==> config.mk <==
export PLATFORM = sky130hd
export DESIGN_NAME = width_converter_mton
export DESIGN_NICKNAME = d
export VERILOG_FILES = /design/src/rtl/width_converter_mton.sv
export SDC_FILE = /design/constraint.sdc
export NUM_CORES = 1
export LEC_CHECK = 0
export ABC_CLOCK_PERIOD_IN_PS = 1900
export CORE_MARGIN = 10
export CORE_UTILIZATION = 30
export CTS_CLUSTER_DIAMETER = 80
export DETAILED_ROUTE_END_ITERATION = 8
export GPL_TIMING_DRIVEN = 0
export PLACE_DENSITY = 0.57
export SLEW_MARGIN = 30
export SYNTH_ARGS = -nofsm -noshare
export SYNTH_HDL_FRONTEND = slang
export SYNTH_SLANG_ARGS = --single-unit
==> constraint.sdc <==
create_clock -name clk_i -period 1.9 [get_ports clk_i]
set_input_delay 0.38 -clock clk_i [delete_from_list [all_inputs] [get_ports clk_i]]
set_output_delay 0.38 -clock clk_i [all_outputs]
set_load 0.02 [all_outputs]
==> src/rtl/width_converter_mton.sv <==
// Packs a stream of InWidth-bit beats into OutWidth-bit words, lane 0 first.
// Two stages: an assembly register (p0) feeding an output holding register (p1).
module width_converter_mton #(
  parameter int InWidth  = 8,
  parameter int OutWidth = 32
) (
  input  logic                                         clk_i,
  input  logic                                         rst_ni,
  input  logic                                         in_valid_i,
  output logic                                         in_ready_o,
  input  logic [InWidth-1:0]                           in_data_i,
  input  logic                                         in_flush_i,
  output logic                                         out_valid_o,
  input  logic                                         out_ready_i,
  output logic [OutWidth-1:0]                          out_data_o,
  output logic [$clog2(OutWidth/InWidth+1)-1:0]        out_lanes_o,
  output logic                                         out_flushed_o
);

  localparam int Lanes = OutWidth / InWidth;
  localparam int LW    = $clog2(Lanes + 1);
  localparam logic [LW-1:0] LanesC = LW'(Lanes);

  if (InWidth < 1 || (OutWidth % InWidth) != 0 || Lanes < 2) begin : g_bad_params
    $error("width_converter_mton: OutWidth must be a multiple of InWidth with ratio >= 2");
  end

  logic [OutWidth-1:0] asm_data_p0;
  logic [LW-1:0]       acnt_p0;
  logic                flush_pend_p0;

  logic [OutWidth-1:0] hold_data_p1;
  logic [LW-1:0]       hold_lanes_p1;
  logic                hold_flushed_p1;
  logic                vld_p1;

  logic                full;
  logic                nonempty;
  logic                free;
  logic                commit;
  logic                accept;
  logic                pop;
  logic [OutWidth-1:0] asm_ins;

  assign full       = (acnt_p0 == LanesC);
  assign nonempty   = (acnt_p0 != '0);
  assign free       = !vld_p1 || out_ready_i;
  assign commit     = free && (full || (flush_pend_p0 && nonempty));
  assign in_ready_o = commit || (!flush_pend_p0 && !full);
  assign accept     = in_valid_i && in_ready_o;
  assign pop        = vld_p1 && out_ready_i;

  // Assembly register with the incoming beat dropped into lane acnt.
  always_comb begin
    asm_ins = asm_data_p0;
    for (int k = 0; k < Lanes; k++) begin
      if (acnt_p0 == LW'(k)) asm_ins[k*InWidth +: InWidth] = in_data_i;
    end
  end

  always_ff @(posedge clk_i or negedge rst_ni) begin
    if (!rst_ni) begin
      asm_data_p0     <= '0;
      acnt_p0         <= '0;
      flush_pend_p0   <= 1'b0;
      hold_data_p1    <= '0;
      hold_lanes_p1   <= '0;
      hold_flushed_p1 <= 1'b0;
      vld_p1          <= 1'b0;
    end else if (commit) begin
      // p0 -> p1: move the finished word out; a same-cycle beat opens the next one.
      hold_data_p1    <= asm_data_p0;
      hold_lanes_p1   <= acnt_p0;
      hold_flushed_p1 <= flush_pend_p0;
      vld_p1          <= 1'b1;
      asm_data_p0     <= accept ? OutWidth'(in_data_i) : '0;
      acnt_p0         <= accept ? LW'(1) : '0;
      flush_pend_p0   <= accept && in_flush_i;
    end else begin
      if (pop) begin
        hold_data_p1    <= '0;
        hold_lanes_p1   <= '0;
        hold_flushed_p1 <= 1'b0;
        vld_p1          <= 1'b0;
      end
      if (accept) begin
        asm_data_p0 <= asm_ins;
        acnt_p0     <= acnt_p0 + LW'(1);
      end
      // A flush on an empty assembler with no beat has nothing to close.
      if (in_flush_i && (nonempty || accept)) flush_pend_p0 <= 1'b1;
    end
  end

  assign out_valid_o   = vld_p1;
  assign out_data_o    = hold_data_p1;
  assign out_lanes_o   = hold_lanes_p1;
  assign out_flushed_o = hold_flushed_p1;

endmodule
==> flow_metrics.env <==
export IMPL_status="finished with violations"
export IMPL_violations="negative setup slack"
export IMPL_critPathBufInv=3
export IMPL_min_period_over_period=1.12
export IMPL_post_route_worst_setup_slack_ns=-0.233
export IMPL_finalPower_mw=7.30
export IMPL_die_y_microns=123
export IMPL_antenna_cells=0
export IMPL_fin_crit_ns=2.13
export IMPL_critPathArrivalTime_ns=1.75
export IMPL_avgSynthCellArea_sq_um=13.0
export IMPL_final_common_cell="dfrtp_1"
export IMPL_cts_buffer_depth=2
export IMPL_fp_row_count=37
export IMPL_layoutNonFillerInstCount=454
export IMPL_area_delta_synth_final_pct=34.6
export IMPL_grt_pass1_vias=2369
export IMPL_drt_wl_total_microns=8210
export IMPL_drc_errors=0
export IMPL_criticalPathCategory="flip-flop to primary output"
export IMPL_hp_class="input pin to async pin"
export IMPL_synthesis_area_sq_um=3150
export IMPL_overflow=0
export IMPL_seq_area_frac_synth=0.579
export IMPL_clock_latency_ns=0.35
export IMPL_slew_headroom=0.552
export IMPL_track_usage=0.115
export IMPL_drive_above_1_share=0.195
export IMPL_r2r_start="acnt_p0[0]"
export IMPL_fmax_mhz=469
export IMPL_grt_max_degree=40
export IMPL_ys_ff_latch=73
export IMPL_cpMostUsedCell="buf_6"
export IMPL_skew_ns=0.00591
export IMPL_cts_sinks=73
export IMPL_grt_pass1_wl_microns=13300
export IMPL_antenna_found_initial=0
export IMPL_regToRegSetupSlack_ns=0.02
export IMPL_cp_top_family="flip-flops"
export IMPL_io_buffers=50
export IMPL_maxCapViolCount=0
export IMPL_via_count=2197
export IMPL_numCtsBuffers=9
export IMPL_dp_cells=430
export IMPL_cts_root_buffer="clkbuf_8"
export IMPL_reg2regPathDepth=9
export IMPL_nets=332
export IMPL_crit_path_max_incr_delay_ns=0.39
export IMPL_synthCells=243
export IMPL_viasPerCell=4.84
export IMPL_powerDensity_nw_per_um2=1720
export IMPL_tightest_slew_ns=0.672
export IMPL_dieArea_sq_um=15000
export IMPL_holdBufCountCts=0
export IMPL_hpwlAfterDp_microns=5720
export IMPL_grt_setup_unrepaired="true"
export IMPL_first_pass_iters=5
export IMPL_ant_nets=0
export IMPL_yosysWarnings=0
export IMPL_cts_tree="built"
export IMPL_mostFrequentLayoutCells="73 x dfrtp_1, 48 x clkdlybuf4s50_1, 36 x a22o_1"
export IMPL_htree_levels=3
export IMPL_finalSetupViolCount=9
export IMPL_cp_start_kind="flip-flop"
export IMPL_cp_end_kind="primary output"
export IMPL_gp_congestion=0.797
export IMPL_slowest_stage="dfrtp_1"
export IMPL_synthesis_nets=261
export IMPL_drt_iter0_markers=84
export IMPL_p_leak_nw=1.95
export IMPL_initial_utilization=0.307
export IMPL_rr_endpoint="out_lanes_o[0]"
export IMPL_crit_chain="inv_2 > ha_4 > mux2i_4 > buf_6 > nor2_4 > or2_4 > buf_6"
export IMPL_routedWlPerCell_microns=18.1
export IMPL_hold_viol=0
export IMPL_die_w_microns=123
export IMPL_io_pins=51
export IMPL_crit_path_max_fanout=3
export IMPL_ir_drop_v=0.000729
export IMPL_slew_viol_final=0
export IMPL_coreArea_sq_um=10300
export IMPL_place_ws_ns=-0.744
export IMPL_ys_types=32
export IMPL_clkTransAtPathRegs_ns=0.08
export IMPL_crit_required_ns=1.52
[worst max path at each step]
stage | cells after the start | startpoint | end
after floorplan | 7 | acnt_p0[1] | in_ready_o
after global routing | 7 | acnt_p0[0] | in_ready_o
final | 7 | acnt_p0[1] | in_ready_o
after detailed placement | 8 | acnt_p0[0] | in_ready_o
after global placement | 1 | rst_ni | out_data_o[1]
after CTS | 7 | acnt_p0[0] | in_ready_o
[stage by stage]
stage | util | hold WS [ns] | TNS, ns | cell area (sq um)
3_3_place_gp | 0.374 | 0.480 | -166.95 | 3840
6_report | 0.413 | 0.00125 | -0.366 | 4250
2_1_floorplan | - | 0.0844 | -0.0351 | 3170
4_1_cts | 0.407 | 0.00997 | -0.292 | 4180
5_1_grt | 0.413 | 0.0183 | -1.84 | 4250
3_5_place_dp | 0.376 | 0.390 | -18.05 | 3860
[cell usage after synthesis, drive strengths merged]
library cell   n  area share
a2111o         1      0.0036
a2111oi        2       0.012
a21o           1      0.0024
a21oi          2      0.0032
a22o          36        0.10
and2           1      0.0020
buf           13       0.025
clkbuf         9       0.011
dfrtp         73        0.58
ha             5       0.020
inv            7      0.0083
mux2           8       0.029
mux2i         26       0.083
nand2          2      0.0024
nand2b         2      0.0063
nand3b         1      0.0024
nor2           1      0.0012
nor2b          1      0.0044
o2111ai        1      0.0048
o211a          1      0.0032
o21ai         37       0.059
o21bai         1      0.0024
o31a           8       0.022
o32ai          1      0.0087
or2            1      0.0020
or2b           1      0.0024
xnor2          1      0.0028
[sequential cells by signal, summed over array words and instances (netlist names)]
name / cells
asm_data_p0: 32
out_flushed_o: 1
out_lanes_o: 3
flush_pend_p0: 1
out_valid_o: 1
acnt_p0: 3
out_data_o: 32
[metal layers]
layer  wire length (microns)  vias up  share of wire  track usage
met5                       0        -              0            0
met4                     107        0          0.013       0.0339
met3                     519       10          0.063       0.0413
met2                    3890       51           0.47        0.179
met1                    3690     1087           0.45        0.146
li1                        -     1049              -            -
[cell type report]
type	instances	area [sq um]
clock buffer	9	124
multi-input combinational	141	1240
sequential	73	1830
fill	997	6030
timing repair buffer	61	619
inverter	7	26.3
buffer	21	136
tap	136	170
clock inverter	6	108
[where the power goes]
part | switching (mW) | internal, mW
Clock | 0.577 | 0.860
Combinational | 1.92 | 1.65
Sequential | 0.255 | 2.03
Total | 2.75 | 4.55
[cell families (layout without fill, tap and decap cells)]
group,after synthesis,in the layout,share of synthesized area
AND/OR/NAND/NOR,10,10,0.0230
XOR/XNOR,1,1,0.00278
multiplexers,34,34,0.111
adder cells (fa/ha/maj),5,5,0.0198
flip-flops,73,73,0.579
buffers and inverters,29,104,0.0436
AO/OA/AOI/OAI,91,91,0.221
[timing repair]
item                                    CTS  global route
setup buffers                             7             3
resized for setup                        24            10
pin swaps                                 4             2
endpoints found under the setup margin   66            64
No activity file was read; power rests on OpenSTA's default activity.
